**src/rtl/uart_rx_fsm_if.sv**
```systemverilog
// uart_rx_fsm_if: serial input, sample tick and received-byte bus of the
// oversampling UART receiver. The receiver uses the slave modport; the
// block driving the line and consuming bytes uses the master modport.
interface uart_rx_fsm_if #(
    parameter int DATA_BITS = 8
);
    logic                 tick;
    logic                 rx;
    logic [DATA_BITS-1:0] rx_data;
    logic                 rx_valid;
    logic                 parity_err;
    logic                 frame_err;
    logic                 busy;

    modport slave (
        input  tick, rx,
        output rx_data, rx_valid, parity_err, frame_err, busy
    );

    modport master (
        output tick, rx,
        input  rx_data, rx_valid, parity_err, frame_err, busy
    );
endinterface

```
**src/rtl/uart_rx_fsm.sv**
```systemverilog
// uart_rx_fsm: 16x oversampling UART receiver. Start bit is qualified at
// mid-bit, data bits are sampled at bit centres LSB first, and each frame
// commits as a byte with a one-clk valid strobe plus parity/framing flags.
// Optional feature macro: UART_RX_PARITY_EN (even parity bit after data).
module uart_rx_fsm #(
    parameter int OVERSAMPLE = 16,
    parameter int DATA_BITS  = 8
) (
    input  logic         clk,
    input  logic         rst,
    uart_rx_fsm_if.slave bus
);
    localparam int             TW       = $clog2(OVERSAMPLE);
    localparam logic [TW-1:0]  HALF_M1  = TW'(OVERSAMPLE/2 - 1);
    localparam logic [TW-1:0]  FULL_M1  = TW'(OVERSAMPLE - 1);
    localparam logic [TW-1:0]  TCNT_ONE = TW'(1);
    localparam logic [2:0]     LAST_BIT = 3'(DATA_BITS - 1);

`ifdef UART_RX_PARITY_EN
    typedef enum logic [2:0] {S_IDLE, S_START, S_DATA, S_PARITY, S_STOP} state_t;
`else
    typedef enum logic [2:0] {S_IDLE, S_START, S_DATA, S_STOP} state_t;
`endif

    logic                 r_rx_meta, r_rx_s;
    state_t               r_state, w_state_nxt;
    logic                 r_armed, w_armed_nxt;
    logic [TW-1:0]        r_tcnt, w_tcnt_nxt;
    logic [2:0]           r_bcnt, w_bcnt_nxt;
    logic [DATA_BITS-1:0] r_shift, w_shift_nxt;
    logic [DATA_BITS-1:0] r_data, w_data_nxt;
    logic                 r_valid, w_valid_nxt;
    logic                 r_ferr, w_ferr_nxt;
`ifdef UART_RX_PARITY_EN
    logic                 r_par, w_par_nxt;     // parity error of frame in flight
    logic                 r_perr, w_perr_nxt;
`endif

    // Two-flop synchronizer on the asynchronous line; idles high out of reset
    always_ff @(posedge clk) begin
        if (rst) begin
            r_rx_meta <= 1'b1;
            r_rx_s    <= 1'b1;
        end else begin
            r_rx_meta <= bus.rx;
            r_rx_s    <= r_rx_meta;
        end
    end

    // State and datapath registers
    always_ff @(posedge clk) begin
        if (rst) begin
            r_state <= S_IDLE;
            r_armed <= 1'b0;
            r_tcnt  <= '0;
            r_bcnt  <= '0;
            r_shift <= '0;
            r_data  <= '0;
            r_valid <= 1'b0;
            r_ferr  <= 1'b0;
`ifdef UART_RX_PARITY_EN
            r_par   <= 1'b0;
            r_perr  <= 1'b0;
`endif
        end else begin
            r_state <= w_state_nxt;
            r_armed <= w_armed_nxt;
            r_tcnt  <= w_tcnt_nxt;
            r_bcnt  <= w_bcnt_nxt;
            r_shift <= w_shift_nxt;
            r_data  <= w_data_nxt;
            r_valid <= w_valid_nxt;
            r_ferr  <= w_ferr_nxt;
`ifdef UART_RX_PARITY_EN
            r_par   <= w_par_nxt;
            r_perr  <= w_perr_nxt;
`endif
        end
    end

    // Next-state and datapath updates; everything holds except on tick,
    // and the valid strobe drops on the following clk regardless of tick
    always_comb begin
        w_state_nxt = r_state;
        w_armed_nxt = r_armed;
        w_tcnt_nxt  = r_tcnt;
        w_bcnt_nxt  = r_bcnt;
        w_shift_nxt = r_shift;
        w_data_nxt  = r_data;
        w_valid_nxt = 1'b0;
        w_ferr_nxt  = r_ferr;
`ifdef UART_RX_PARITY_EN
        w_par_nxt   = r_par;
        w_perr_nxt  = r_perr;
`endif
        if (bus.tick) begin
            case (r_state)
                S_IDLE: begin
                    // armed guards against a line that is already low (break)
                    if (r_rx_s) begin
                        w_armed_nxt = 1'b1;
                    end else if (r_armed) begin
                        w_state_nxt = S_START;
                        w_tcnt_nxt  = '0;
                        w_armed_nxt = 1'b0;
                    end
                end
                S_START: begin
                    if (r_tcnt == HALF_M1) begin
                        w_tcnt_nxt = '0;
                        if (r_rx_s) begin
                            w_state_nxt = S_IDLE;   // glitch, not a start bit
                        end else begin
                            w_bcnt_nxt  = '0;
                            w_state_nxt = S_DATA;
                        end
                    end else begin
                        w_tcnt_nxt = r_tcnt + TCNT_ONE;
                    end
                end
                S_DATA: begin
                    if (r_tcnt == FULL_M1) begin
                        w_shift_nxt = {r_rx_s, r_shift[DATA_BITS-1:1]};
                        w_tcnt_nxt  = '0;
                        w_bcnt_nxt  = r_bcnt + 3'd1;
                        if (r_bcnt == LAST_BIT) begin
`ifdef UART_RX_PARITY_EN
                            w_state_nxt = S_PARITY;
`else
                            w_state_nxt = S_STOP;
`endif
                        end
                    end else begin
                        w_tcnt_nxt = r_tcnt + TCNT_ONE;
                    end
                end
`ifdef UART_RX_PARITY_EN
                S_PARITY: begin
                    if (r_tcnt == FULL_M1) begin
                        // even parity: data plus parity bit must XOR to 0
                        w_par_nxt   = ^{r_shift, r_rx_s};
                        w_tcnt_nxt  = '0;
                        w_state_nxt = S_STOP;
                    end else begin
                        w_tcnt_nxt = r_tcnt + TCNT_ONE;
                    end
                end
`endif
                S_STOP: begin
                    if (r_tcnt == FULL_M1) begin
                        w_data_nxt  = r_shift;
                        w_ferr_nxt  = ~r_rx_s;
`ifdef UART_RX_PARITY_EN
                        w_perr_nxt  = r_par;
`endif
                        w_valid_nxt = 1'b1;
                        // good stop bit re-arms so a back-to-back start is taken
                        w_armed_nxt = r_rx_s;
                        w_tcnt_nxt  = '0;
                        w_state_nxt = S_IDLE;
                    end else begin
                        w_tcnt_nxt = r_tcnt + TCNT_ONE;
                    end
                end
                default: begin
                    w_state_nxt = S_IDLE;
                    w_armed_nxt = 1'b0;
                    w_tcnt_nxt  = '0;
                    w_bcnt_nxt  = '0;
                end
            endcase
        end
    end

    assign bus.rx_data  = r_data;
    assign bus.rx_valid = r_valid;
    assign bus.frame_err = r_ferr;
    assign bus.busy     = (r_state != S_IDLE);
`ifdef UART_RX_PARITY_EN
    assign bus.parity_err = r_perr;
`else
    assign bus.parity_err = 1'b0;
`endif
endmodule

```
**src/flat_wrapper.sv**
```systemverilog
// flat-port wrapper written by rule: the top's interface ports become plain ports
module uart_rx_fsm_flat 
#(
    parameter int OVERSAMPLE = 16,
    parameter int DATA_BITS  = 8
)
  (clk, rst, bus_tick, bus_rx, bus_rx_data, bus_rx_valid, bus_parity_err, bus_frame_err, bus_busy);
  uart_rx_fsm_if #(.DATA_BITS(DATA_BITS)) bus_i ();
  input  logic clk;
  input  logic rst;
  input wire logic [$bits(bus_i.tick)-1:0] bus_tick;
  input wire logic [$bits(bus_i.rx)-1:0] bus_rx;
  output wire logic [$bits(bus_i.rx_data)-1:0] bus_rx_data;
  output wire logic [$bits(bus_i.rx_valid)-1:0] bus_rx_valid;
  output wire logic [$bits(bus_i.parity_err)-1:0] bus_parity_err;
  output wire logic [$bits(bus_i.frame_err)-1:0] bus_frame_err;
  output wire logic [$bits(bus_i.busy)-1:0] bus_busy;
  assign bus_i.tick = bus_tick;
  assign bus_i.rx = bus_rx;
  assign bus_rx_data = bus_i.rx_data;
  assign bus_rx_valid = bus_i.rx_valid;
  assign bus_parity_err = bus_i.parity_err;
  assign bus_frame_err = bus_i.frame_err;
  assign bus_busy = bus_i.busy;
  uart_rx_fsm #(.OVERSAMPLE(OVERSAMPLE), .DATA_BITS(DATA_BITS)) u_core (.clk(clk), .rst(rst), .bus(bus_i));
endmodule
```
**config.mk**
```make
export PLATFORM = sky130hd
export DESIGN_NAME = uart_rx_fsm_flat
export DESIGN_NICKNAME = d
export VERILOG_FILES = /design/src/rtl/uart_rx_fsm_if.sv /design/src/rtl/uart_rx_fsm.sv /design/src/flat_wrapper.sv
export SDC_FILE = /design/constraint.sdc
export NUM_CORES = 1
export LEC_CHECK = 0
export CORE_UTILIZATION = 40
export CTS_BUF_LIST = sky130_fd_sc_hd__clkbuf_8
export DETAILED_ROUTE_END_ITERATION = 8
export GPL_TIMING_DRIVEN = 1
export PLACE_DENSITY = 0.68
export SLEW_MARGIN = 5
export SYNTH_ARGS = -nofsm -noshare
export SYNTH_HDL_FRONTEND = slang
export SYNTH_SLANG_ARGS = --single-unit
```
**constraint.sdc**
```tcl
create_clock -name clk -period 4.37 [get_ports clk]
set_input_delay 0.874 -clock clk [delete_from_list [all_inputs] [get_ports clk]]
set_output_delay 0.874 -clock clk [all_outputs]
set_load 0.005 [all_outputs]
```
# --- Word-level counts from Yosys, hierarchy flattened ---
# Cells that the tools add are included.
totals:
  ff_bits: 31
  latchBits: 0
  ram_bits: 0
  rom_bits: 0
  inputBits: 4
  word_cells: 63
  memories: 0
op_classes:
  addsub: 2
  n_mul: 0
  div: 0
  order_cmp: 0
  eq_ne: 13
  shift: 0
  n_mux: 21
  n_bitwise: 5
  reduce_logical: 12
ops:
  columns: ["op", "n"]
  rows:
  - ["3-bit 2-to-1 mux", 9]
  - ["4-bit 2-to-1 mux", 4]
  - ["3-bit case mux with 4 select lines", 1]
  - ["4-bit case mux with 3 select lines", 1]
  - ["3-bit AND reduction", 4]
  - ["2-bit by 1-bit inequality test with 1-bit output (second input constant)", 5]
  - ["3-bit case mux with 3 select lines", 1]
  - ["7-bit AND reduction", 1]
  - ["3-bit by 2-bit == test with 1-bit output (second input constant)", 2]
  - ["2-bit OR reduction", 3]
  - ["1-bit inverter", 5]
  - ["5-bit AND reduction", 1]
  - ["4-bit by 1-bit adder with 4-bit output (second input constant)", 1]
  - ["4-bit by 3-bit == test with 1-bit output (second input constant)", 1]
  - ["4-bit == test (second input constant)", 1]
  - ["2-bit inequality test (second input constant)", 2]
  - ["3-bit by 1-bit adder with 3-bit output (second input constant)", 1]
  - ["3-bit by 1-bit == test with 1-bit output (second input constant)", 1]
  - ["3-bit == test (second input constant)", 1]
  - ["3-bit zero test", 1]
  - ["1-bit 2-to-1 mux", 3]
  - ["1-bit case mux with 3 select lines", 1]
  - ["3-bit nonzero test", 1]
  - ["3-bit OR reduction", 1]
  - ["2-bit 2-to-1 mux", 1]

# --- Longest topological paths before layout ---
# Gate-level depths: netlist of the first run.
depth:
  depth_word: 4
  ltp_mapped: 7

# --- Worst setup path before layout of the first run ---
# OpenSTA, ideal clock, no wires.
synth_path:
  path_type: "reg-to-reg"
  startpoint: "register u_core.r_state[0]"
  endpoint: "register u_core.r_tcnt[3]"
  setup_time_ps: 74
  arrival_ps: 1736
  required_time_ps: 4296
  setup_slack_ps: 2560
  path_stages_with_launch: 8
  path_buffers: 1
  period_less_slack_ps: 1810
  path_cell_list: "dfxtp_1 -> inv_1 -> ha_1 -> buf_2 -> nor3_1 -> a211o_1 -> or4b_1 -> a31oi_1"
synth_via:
  elab_chain_cells: 3
  elab_cells_between_ends: 9
synth_lines:
  columns: ["element", "line_no", "rtl"]
  rows:
  - ["start: declaration", "uart_rx_fsm.sv:26", "state_t r_state, w_state_nxt;"]
  - ["start signal: assignment", "uart_rx_fsm.sv:66", "r_state <= w_state_nxt;"]
  - ["3-bit by 2-bit == test with 1-bit output / 3-bit zero test (equally long branches)", "uart_rx_fsm.sv:97", "case (r_state)"]
  - ["2-bit OR reduction (no source line), or another cell as far along", null, null]
  - ["4-bit case mux with 3 select lines / 3-bit AND reduction (equally long branches)", null, null]
  - ["end signal: assignment", "uart_rx_fsm.sv:68", "r_tcnt <= w_tcnt_nxt;"]
  - ["end: declaration", "uart_rx_fsm.sv:28", "logic [TW-1:0] r_tcnt, w_tcnt_nxt;"]
# Several ways; a longest one is shown, not always the timed one.
# A chain may end at the register's enable or synchronous reset.

# --- Final worst setup path of the first run ---
layout_path:
  startpoint: "register u_core.r_state[0]"
  endpoint: "output bus_busy"
layout_via:
  elab_chain_cells: 1
layout_lines:
  columns: ["element", "line_no", "rtl"]
  rows:
  - ["3-bit nonzero test", "uart_rx_fsm.sv:178", "assign bus.busy = (r_state != S_IDLE);"]
  - ["end: declaration", "flat_wrapper.sv:17", "output wire logic [$bits(bus_i.busy)-1:0] bus_busy;"]
# Every way passes these cells.

==> flow_metrics.py, run 1 <==
metrics = {
    "detailed_routing": {
        "met3WireLength_um": 104,
        "vias": 1078,
        "highest_layer": "met4",
        "firstDrtPassIters": 4,
        "routed_wl_um": 2647,
        "dr_wl_met2_um": 1293,
        "wirelength_met1_um": 1208,
        "drt-initial-drc-count": 39,
        "vias_per_cell": 5.233,
        "antenna_left": 0,
        "route.detailed.drc": 0,
        "avgRoutedWirePerCell_um": 12.85,
    },
    "die": {
        "ios": 16,
        "core_area_um2": 3153,
        "dieArea_um2": 3657,
        "die_w_um": 60.47,
        "die_h_um": 60.47,
        "rows": 20,
        "start_util_pct": 43.37,
    },
    "job": {
        "cap_violations": 0,
    },
    "setup_path": {
        "start_kind": "flop",
        "slowest_stage": "clkdlybuf4s50_1",
        "worstPathArrival_ps": 1590,
        "cpPeakStageDelay_ps": 500,
        "cp.required_ps": 3500,
        "path_cells": "inv_1 -> ha_1 -> inv_1 -> clkdlybuf4s50_1",
        "cp-end-kind": "output pin",
        "path_max_fanout": 4,
        "crit_top_cell": "inv_1",
        "crit_type": "reg -> out",
    },
    "layout": {
        "drive_gt1_share_pct": 5.556,
        "nFillCells": 299,
        "area_delta_synth_final_pct": 18.02,
        "final-instance-count-excl-fill": 206,
        "nNetsFinal": 173,
        "fin_area_um2": 1614,
        "num_antenna_cells": 0,
    },
    "power": {
        "power_density_nw_per_um2": 323.8,
        "vdd_ir_drop_max_mv": 0.2833,
        "total_power_w": 0.0005226,
        "leakage_nw": 0.7257,
    },
    "cts": {
        "tritoncts": "done",
        "hold_buffers": 0,
        "clockBufferDepth": 2,
        "clk_pin_slew_ps": 60,
        "cts-root-buf": "clkbuf_8",
        "cts_setup_buffers": 0,
        "cts_max_level": 2,
        "cts_resized": 0,
        "cts_buffers": 5,
        "clkSinkCount": 30,
        "clock_latency_ps": 280,
    },
    "placement": {
        "place.detailed.hpwl_um": 1865,
        "placed_area_um2": 1523,
        "placed_cells": 198,
        "io_buffers": 14,
        "place.gp.congestion": 0.7391,
    },
    "synthesis": {
        "synthFlopType": "dfxtp_1",
        "yosys-top-cells-area": "dfxtp_1 44%, mux2i_1 14%, ha_1 7.3%",
        "async_reset_ff_share_pct": 0,
        "synth_top_area_share_pct": 43.92,
        "synth_nets": 159,
        "yosysUniqueCellTypes": 34,
        "yosysWarningCount": 0,
        "syn_avg_cell_area_um2": 9.303,
        "syn_area_um2": 1368,
        "ys_seq_area_share_pct": 43.92,
        "yosys-top-cells-count": "30 x dfxtp_1, 24 x nor2_1, 19 x mux2i_1",
        "ys_seq_elements": 30,
        "netlist.top_cell.by_area": "dfxtp_1",
        "synth-edff-count": 0,
        "yosysMostFrequentCell": "dfxtp_1",
        "postSynthCellCount": 147,
    },
    "grt": {
        "antenna_found_initial": 0,
        "grt_pass1_vias": 990,
        "grt_max_degree": 33,
        "grt_usage_pct": 15.82,
        "overflow": 0,
        "grt_pass1_wl_um": 4250,
    },
    "sta": {
        "timing.hold.ws_ps": 410.7,
        "rsz0062_at_grt": "no",
        "fmax_ghz": 0.4051,
        "drv_slew": 0,
        "post-route-min-period_ps": 2468,
        "fin_crit_sh_pct": 56.48,
        "slew_headroom_pct": 26.57,
        "fin_worst_skew_ps": 6.294,
        "worst_pin_slew_ps": 1098,
        "finalSetupViolCount": 0,
        "setup_tns_ps": 0,
        "hold_viol_final": 0,
    },
    "outcome": {
        "outcome": "finished, final reports clean",
    },
    "hold_path": {
        "hp-class": "reg -> reg",
    },
}
-- metrics by stage --
step | util (%) | worst slack [ps]
after floorplan | - | 2560
after global placement | 48.29 | 1777
after detailed placement | 48.29 | 1730
after CTS | 51.19 | 1899
after global routing | 51.19 | 1811
final | 51.19 | 1902
-- cell usage in the layout (no fill, tap or decap) --
master,count
dfxtp_1,30
nor2_1,24
mux2i_1,19
clkdlybuf4s50_1,14
a21oi_1,8
ha_1,8
inv_1,6
nand3_1,6
o21ai_0,6
clkbuf_8,6
nand2_1,5
nand4_1,4
and2_1,2
nor3_1,2
nand2b_1,2
a311o_1,2
nand4b_1,2
or2_2,2
nor4bb_1,1
and4b_1,1
a211o_1,1
nor2b_1,1
o21a_1,1
o41ai_1,1
a21o_1,1
and3_1,1
or4b_1,1
or3_1,1
a31oi_1,1
or4_1,1
conb_1,1
clkinv_2,1
-- worst paths after layout --
check / startpoint / end / slack (ps) / depth (start not counted)
worst min register to register: u_core.r_rx_meta$_SDFF_PP1_ / u_core.r_rx_s$_SDFF_PP1_ / 410 / 1
worst max-delay path: u_core.r_state[0]$_SDFFE_PP0P_ / bus_busy / 1900 / 4
worst max register to register: u_core.r_state[0]$_SDFFE_PP0P_ / u_core.r_tcnt[3]$_SDFFE_PP0P_ / 2200 / 6
worst min-delay path: u_core.r_rx_meta$_SDFF_PP1_ / u_core.r_rx_s$_SDFF_PP1_ / 410 / 1
-- power breakdown --
| part | internal, W | switching (W) |
|---|---|---|
| clock | 0.000124 | 0.000101 |
| sequential | 0.000276 | 0.00000135 |
| combinational | 0.00000799 | 0.0000125 |
-- critical path, delay by kind of cell, from the launching register on --
| family | cells | cell delay [ps] |
|---|---|---|
| buf+inv | 3 | 700 |
| flops | 1 | 380 |
| fa+ha+maj | 1 | 220 |
-- state kept, by name, summed over array words and instances, names as in the netlist --
name and flops:
u_core.bus.frame_err 1, u_core.bus.rx_data 8, u_core.bus.rx_valid 1, u_core.r_armed 1, u_core.r_bcnt 3, u_core.r_rx_meta 1
u_core.r_rx_s 1, u_core.r_shift 8, u_core.r_state 2, u_core.r_tcnt 4
-- routing by layer --
layer / GRT usage [%] / vias up
met3: 6.183 / 5
met2: 27.79 / 15
li1: - / 540
met5: 0 / -
met4: 6.494 / 0
met1: 16.97 / 518
-- layout make-up --
cell class	instances	area (µm²)	share of cell area (%)
tap	44	55.05	3.411
inverter	5	18.77	1.163
multi-input combinational	105	708.2	43.88
clock inverter	2	8.758	0.5426
timing repair buffer	14	140.1	8.682
clock buffer	6	82.58	5.116
sequential	30	600.6	37.21
-- cells by family (layout without fill, tap and decap cells) --
family / count (synthesis) / count (layout) / share of synthesized area (%)
AND/OR/NAND/NOR: 56 / 56 / 20.86
AO/OA/AOI/OAI: 21 / 21 / 9.425
flip-flops: 30 / 30 / 43.92
other: 1 / 1 / 0.2742
buffers and inverters: 12 / 27 / 4.300
adder cells (fa/ha/maj): 8 / 8 / 7.320
multiplexers: 19 / 19 / 13.91
Power figures use the tool's default switching activity.
==> run 2: changes to the inputs <==
PLACE_DENSITY = 0.71   (was 0.68)
clock period = 2 ns   (was 4.37 ns; I/O delays follow)
==> flow_metrics.py, run 2 (synthesis results as in run 1) <==
metrics = {
    "outcome": {
        "outcome": "finished, final reports clean",
    },
    "setup_path": {
        "reg2reg_from": "u_core.r_state[1]$_SDFFE_PP0P_",
        "reg2reg_slack_ps": 100,
        "cpPeakStageDelay_ps": 500,
        "path_cells": "inv_2 -> ha_2 -> inv_1 -> clkdlybuf4s50_1",
        "start_kind": "flop",
        "path_buf_inv": 3,
        "crit_type": "reg -> out",
        "worstPathArrival_ps": 1520,
        "crit_family": "buffers and inverters",
        "rr_worst_depth": 6,
        "cp.required_ps": 1600,
        "cp-end-kind": "output pin",
        "path_max_fanout": 5,
        "slowest_stage": "clkdlybuf4s50_1",
        "reg2reg_to": "u_core.r_tcnt[3]$_SDFFE_PP0P_",
    },
    "sta": {
        "post-route-min-period_ps": 1917,
        "hold_viol_final": 0,
        "fmax_ghz": 0.5218,
        "finalSetupViolCount": 0,
        "fin_crit_sh_pct": 95.83,
        "fin_worst_skew_ps": 5.080,
        "rsz0062_at_grt": "yes",
        "drv_slew": 0,
    },
    "layout": {
        "multi_input_area_um2": 725.7,
        "nNetsFinal": 180,
        "seq_area_um2": 604.3,
        "mostFrequentLayoutCells": "29 x dfxtp_1, 24 x nor2_1, 19 x mux2i_1",
        "num_antenna_cells": 0,
        "drive_gt1_share_pct": 13.61,
        "nFillCells": 291,
        "area_delta_synth_final_pct": 23.70,
        "mostFrequentLayoutCell": "dfxtp_1",
        "final_core_util_pct": 53.65,
    },
    "detailed_routing": {
        "antenna_left": 0,
        "vias_per_cell": 5.169,
        "routed_wl_um": 2565,
        "vias": 1101,
        "drt-initial-drc-count": 45,
        "avgRoutedWirePerCell_um": 12.04,
        "route.detailed.drc": 0,
        "firstDrtPassIters": 6,
    },
    "die": {
        "die_h_um": 60.47,
        "dieArea_um2": 3657,
        "ios": 16,
        "start_util_pct": 43.37,
        "core_area_um2": 3153,
        "rows": 20,
        "die_w_um": 60.47,
    },
    "placement": {
        "io_buffers": 14,
        "place.gp.congestion": 0.7944,
        "place.detailed.hpwl_um": 1835,
    },
    "power": {
        "vdd_ir_drop_max_mv": 0.4019,
        "power_density_nw_per_um2": 682.9,
        "total_power_w": 0.001155,
        "leakage_nw": 0.7542,
    },
    "grt": {
        "grt_usage_pct": 16.77,
        "antenna_found_initial": 0,
        "grt_max_degree": 15,
        "grt_pass1_wl_um": 4381,
        "overflow": 0,
        "grt_pass1_vias": 1004,
    },
    "cts": {
        "clkSinkCount": 30,
        "hold_buffers": 0,
        "cts-root-buf": "clkbuf_8",
        "clk_pin_slew_ps": 70,
        "cts_buffers": 5,
        "cts_max_level": 2,
        "clockBufferDepth": 2,
        "clock_latency_ps": 280,
        "tritoncts": "done",
    },
    "hold_path": {
        "hp-class": "reg -> reg",
        "whs_path_depth": 1,
        "hold_end": "u_core.r_rx_s$_SDFF_PP1_",
        "min_from": "u_core.r_rx_meta$_SDFF_PP1_",
    },
    "job": {
        "cap_violations": 0,
    },
}
-- run 2: changes by cell type in the layout (fill, tap and decap cells not counted), sizes merged --
cell	change
buf	+7
clkinvlp	+1
inv	-1
-- run 2: worst reg2reg max path, delay by kind of cell (launching register included) --
kind | cells | cell delay (ps)
adders and majority gates | 1 | 180
AOI/OAI and AO/OA | 2 | 470
and+or+nand+nor | 2 | 720
buffers and inverters | 1 | 130
DFF | 1 | 340
-- run 2: power breakdown --
part,internal [W],switching (W),total [W]
registers,0.000601,0.00000335,0.000605
logic,0.0000228,0.0000277,0.0000505
clock network,0.000276,0.000224,0.000500
total,0.000900,0.000255,0.00116
-- run 2: layout make-up --
cell class	instances	share of cell area, %
sequential	30	35.72
inverter	5	1.109
timing repair buffer	21	11.39
clock inverter	2	0.7396
clock buffer	6	4.882
tap	44	3.254
multi-input combinational	105	42.90
-- run 2: timing repair --
item	4_1_cts	5_1_grt
pin swaps	0	1
resized for setup	1	7
setup endpoints to repair	1	4
buffers inserted	0	1
-- run 2: how the worst max path moves through the flow --
| stage | start | endpoint | slack, ps | cells past startpoint |
|---|---|---|---|---|
| 2_1_floorplan | u_core.r_state[0]$_SDFFE_PP0P_ | u_core.r_tcnt[3]$_SDFFE_PP0P_ | 190 | 7 |
| 3_3_place_gp | u_core.r_state[1]$_SDFFE_PP0P_ | u_core.r_tcnt[3]$_SDFFE_PP0P_ | 130 | 6 |
| 3_5_place_dp | u_core.r_state[1]$_SDFFE_PP0P_ | u_core.r_tcnt[3]$_SDFFE_PP0P_ | 50 | 6 |
| 4_1_cts | u_core.r_state[0]$_SDFFE_PP0P_ | bus_busy | 10 | 4 |
| 5_1_grt | u_core.r_state[1]$_SDFFE_PP0P_ | u_core.r_tcnt[3]$_SDFFE_PP0P_ | -10 | 6 |
| 6_report | u_core.r_state[1]$_SDFFE_PP0P_ | bus_busy | 80 | 4 |
-- run 2: layer usage --
| layer | wire [µm] | global-route usage (%) | part of all wire, % |
|---|---|---|---|
| met3 | 124 | 5.757 | 4.8 |
| met2 | 1267 | 27.47 | 49 |
| met4 | 43 | 9.740 | 1.7 |
| met5 | 0 | 0 | 0 |
| met1 | 1129 | 19.00 | 44 |
-- run 2: stage by stage --
step / setup slack, ps / std cells / cell area (µm²) / setup TNS, ps / hold slack (ps)
floorplan: 190.2 / 147 / 1368 / 0 / 389.5
global placement: 128.6 / 204 / 1568 / 0 / 392.7
detailed placement: 48.42 / 204 / 1568 / 0 / 397.9
CTS: 11.59 / 212 / 1665 / 0 / 413.9
global route: -11.50 / 213 / 1692 / -11.50 / 428.5
finish: 83.49 / 213 / 1692 / 0 / 410.7
==> RTL edit 1, RTL diff (config.mk and constraints of run 2) <==
Make the reset (`rst`) asynchronous in 2 clocked blocks.
--- a/src/rtl/uart_rx_fsm.sv
+++ b/src/rtl/uart_rx_fsm.sv
@@ -39,3 +39,3 @@
     // Two-flop synchronizer on the asynchronous line; idles high out of reset
-    always_ff @(posedge clk) begin
+    always_ff @(posedge clk or posedge rst) begin
         if (rst) begin
@@ -50,3 +50,3 @@
     // State and datapath registers
-    always_ff @(posedge clk) begin
+    always_ff @(posedge clk or posedge rst) begin
         if (rst) begin
Function: differs if rst is asserted again (counterexample within 4 cycles, from zero or initial values and one cycle with rst high); with rst held inactive, the same outputs for 10 cycles.
==> RTL edit 1 against run 2 <==
- largest cell class is now sequential cells
- final cell count fell by 14%
- critical endpoint unchanged
- sequential cell count did not move
- wire length fell by 8.6%
- synthesized area rose by 4.1%
- die area rose by 4.0%
- critical path type unchanged
- highest routed layer unchanged
- worst setup slack improved by 0.018 ns
- cell area rose by 1.3%
Power is not compared: it rests on default switching activity, and its combinational part moved more than twofold at a synthesized area within 25%.
==> RTL edit 1: results (changes against run 2) <==
| Metric | Value |
|---|---|
| Async SR Flop Fraction | `100% (+100 points)` |
| Vias per inst | `5.09 (-1.5%)` |
| Worst setup path startpoint | `u_core.r_state[0]` |
| Routed vias | `932 (-15%)` |
| Wirelength per Cell | `12.8 µm (+6.4%)` |
| Reg2Reg Setup Slack | `0.15 ns (+0.05 ns)` |
| Met1 usage | `17.8% (-1.2 points)` |
| Most frequent cells after synthesis | `dfrtp_1, mux2_2, ha_1, inv_1, nand2_1` |
| GPL Wtd Cong | `0.773 (-2.7%)` |
| Mapped Nets | `126 (-21%)` |
| Cell variety after synth | `38 (+12%)` |
| CP arrival | `1.50 ns (-0.02 ns)` |
| Place WS | `0.138 ns (+0.0898 ns)` |
| Max Clock Freq | `527 MHz (+0.97%)` |
| First-pass GRT wire length | `3960 µm (-9.6%)` |
| Status | `complete, no violations` |
| Vias in the first global route | `916 (-8.8%)` |
| Worst Path Max Fanout | `4 (-1)` |
| Number of cells after detailed placement | `173 (-15%)` |
| Reg2Reg Launch Point | `u_core.r_state[1]` |
| Sequential element share of the synthesized area | `52.9% (+9.0 points)` |
| GR Util met3 | `4.41% (-1.3 points)` |
| Total GRT Usage | `15.2% (-1.5 points)` |
| Initial DRC count | `9 (-80%)` |
| Drt pass-1 iters | `4 (-2)` |
| Half-perimeter wire length after placement | `1660 µm (-9.4%)` |
| Largest net degree at the start of global routing | `31 (+16)` |
[RTL edit 1: cell types whose count changed in the layout (fill, tap and decap cells not counted), sizes merged, moves of 3 or more]
cell,before,now
a21oi,8,2
a22o,0,3
dfrtp,0,28
dfxtp,30,0
inv,5,9
mux2,0,18
mux2i,19,4
nand3,6,2
nor2,24,2
[RTL edit 1: worst min-delay path by stage]
stage / from / end / slack (ns)
finish: u_core.r_rx_meta / u_core.r_rx_s / 0.36
global route: u_core.r_rx_meta / u_core.r_rx_s / 0.37
CTS: u_core.r_rx_meta / u_core.r_rx_s / 0.36
detailed placement: u_core.r_rx_meta / u_core.r_rx_s / 0.35
global placement: u_core.r_rx_meta / u_core.r_rx_s / 0.35
floorplan: u_core.r_rx_meta / u_core.r_rx_s / 0.35
[RTL edit 1: power groups by stage]
stage	sequential (mW)	combinational [mW]	clock [mW]
finish	0.783	0.645	0.455
global route	0.797	0.725	0.499
CTS	0.780	0.645	0.465
detailed placement	0.808	0.593	0
global placement	0.795	0.568	0
floorplan	0.764	0.490	0
[RTL edit 1: critical path: stages (launching register included)]
cell,delay [ns]
dfrtp_1,0.34
inv_1,0.08
ha_1,0.22
inv_2,0.08
clkdlybuf4s50_1,0.49
[RTL edit 1: kinds of logic after synthesis]
kind of cell               share of synthesized area, %
AOI/OAI and AO/OA                                  7.65
adders and majority gates                          7.03
buffers and inverters                              4.13
DFF                                                52.9
muxes                                              17.0
other                                             0.263
and+or+nand+nor                                    11.0
[RTL edit 1: what timing repair did]
action | 4_1_cts | 5_1_grt
endpoints found under the setup margin | 1 | 1
setup buffers | 2 | 0
resized for setup | 0 | 1
[RTL edit 1: area by class of cell]
type	instances	share of cell area, %
timing repair buffer	19	10.4
clock buffer	5	4.02
multi-input combinational	72	35.7
inverter	8	1.75
clock inverter	3	0.804
sequential	30	44.0
tap	46	3.36
[RTL edit 1: stage by stage]
step,utilization [%],cell area [µm²],power [mW],hold WS (ns)
2_1_floorplan,-,1420,1.25,0.345
3_3_place_gp,48.0,1620,1.36,0.345
3_5_place_dp,48.0,1620,1.40,0.347
4_1_cts,50.9,1710,1.89,0.356
5_1_grt,50.9,1710,2.02,0.365
6_report,50.9,1710,1.88,0.356
[RTL edit 1: routing by layer]
| metal | vias up | routed length, µm |
|---|---|---|
| met5 | - | 0 |
| met4 | 0 | 81 |
| met3 | 9 | 94 |
| met2 | 22 | 1170 |
| met1 | 455 | 1000 |
| li1 | 446 | - |
==> RTL edit 2, RTL diff (flow settings as in run 2) <==
Without the edit above. The option `UART_RX_PARITY_EN` is turned on by a define.
--- a/src/rtl/uart_rx_fsm.sv
+++ b/src/rtl/uart_rx_fsm.sv
@@ -4,2 +4,4 @@
 // Optional feature macro: UART_RX_PARITY_EN (even parity bit after data).
+`define UART_RX_PARITY_EN
+
 module uart_rx_fsm #(
Function: same outputs for any inputs over 10 cycles, from zero or initial values and one cycle with rst high; that may be too few to reach the edited logic, so the function may still have changed.
==> RTL edit 2 against run 2 <==
- utilization decreased by 1.4 points
- synthesized area grew 10%
- worst hold slack better by 0.0097 ns
- wire length up 11%
- count of clock-buffer cells in the layout stayed put
- critical endpoint unchanged
- cell area up 7.1%
- sequential cell count rose by 3
- worst setup slack got worse by 0.010 ns
Power is not compared: it rests on default switching activity, and its combinational part moved more than twofold at a synthesized area within 25%.
==> RTL edit 2: results (changes against run 2) <==
| Metric | Value |
|---|---|
| Compound-gate portion of the synthesized area | `11.0% (+1.6 points)` |
| GR Util met3 | `6.52% (+0.76 points)` |
| Reg2reg path depth | `5 (-1)` |
| Synth Area in XOR/XNOR | `5.56% (+5.6 points)` |
| I/O Buffers | `15 (+1)` |
| Initial DRC count | `31 (-31%)` |
| Worst Path Max Fanout | `10 (+5)` |
| Clock Skew | `0.00514 ns (+0.0000615 ns)` |
| # H-tree levels | `2 (unchanged)` |
| Min Hold Slack | `0.420 ns (+0.00973 ns)` |
| Routed vias | `1170 (+6.3%)` |
| Total GRT Usage | `16.2% (-0.60 points)` |
| Reg2Reg Setup Slack | `0.27 ns (+0.17 ns)` |
| Reg2Reg Launch Point | `u_core.r_state[2]` |
| M1 wire length | `1330 µm (+18%)` |
| Mapped Nets | `171 (+7.5%)` |
| GPL Wtd Cong | `0.832 (+4.8%)` |
| Fillers | `334 (+15%)` |
| Most frequent cells after synthesis | `dfxtp_1, nor2_1, mux2i_1, a21oi_1` |
| First-pass GRT wire length | `5000 µm (+14%)` |
| PostCTS Resize Cnt | `0 (-1)` |
| Cells on Worst Hold Path | `1 (unchanged)` |
| Drt pass-1 iters | `4 (-2)` |
| Antenna violations before repair | `0 (unchanged)` |
| Largest net degree at the start of global routing | `32 (+17)` |
| Sequential element share of the synthesized area | `43.9% (-0.062 points)` |
| Status | `complete, no violations` |
| # diodes | `0 (unchanged)` |
| Cell variety after synth | `33 (-2.9%)` |
| Met2 usage | `26.1% (-1.4 points)` |
| Half-perimeter wire length after placement | `1890 µm (+3.1%)` |
| Crit path to | `bus_busy` |
| Share of cells above drive strength 1 | `12.7% (-0.90 points)` |
| Leak | `0.781 nW` |
| Area contributors post-synth | `dfxtp_1, mux2i_1, nor2_1` |
| Power share of the clock group | `42.0%` |
| Nets | `187 (+3.9%)` |
| Critical R2R Capture | `u_core.r_state[1]` |
| Post-synthesis adder-cell area fraction | `2.49% (-4.8 points)` |
| Met1 usage | `18.6% (-0.42 points)` |
| Met2 Routed Length | `1360 µm (+7.2%)` |
| Mux cell area share after synthesis | `12.6% (-1.3 points)` |
| WL met3 | `106 µm (-15%)` |
## RTL edit 2: metrics by stage
step | utilization [%] | total power, mW | worst slack (ns) | instance area [µm²] | cells
6_report | 52.2 | 1.52 | 0.0733 | 1810 | 227
5_1_grt | 52.2 | 1.58 | 0.0263 | 1810 | 227
4_1_cts | 52.1 | 1.53 | 0.00974 | 1810 | 227
3_5_place_dp | 48.8 | 0.891 | 0.138 | 1690 | 219
3_3_place_gp | 48.8 | 0.886 | 0.181 | 1690 | 219
2_1_floorplan | - | 0.842 | 0.342 | 1510 | 164
## RTL edit 2: layout make-up
| type | instances | area share, % |
|---|---|---|
| Timing Repair Buffer | 19 | 9.94 |
| Tap cell | 46 | 3.18 |
| Clock inverter | 2 | 1.86 |
| Sequential cell | 33 | 36.7 |
| Inverter | 4 | 0.829 |
| Multi-Input combinational cell | 117 | 43.0 |
| Clock buffer | 6 | 4.56 |
## RTL edit 2: critical path, stage by stage (launching register included)
cell	delay (ns)
dfxtp_2	0.38
or3_4	0.42
clkdlybuf4s50_1	0.46
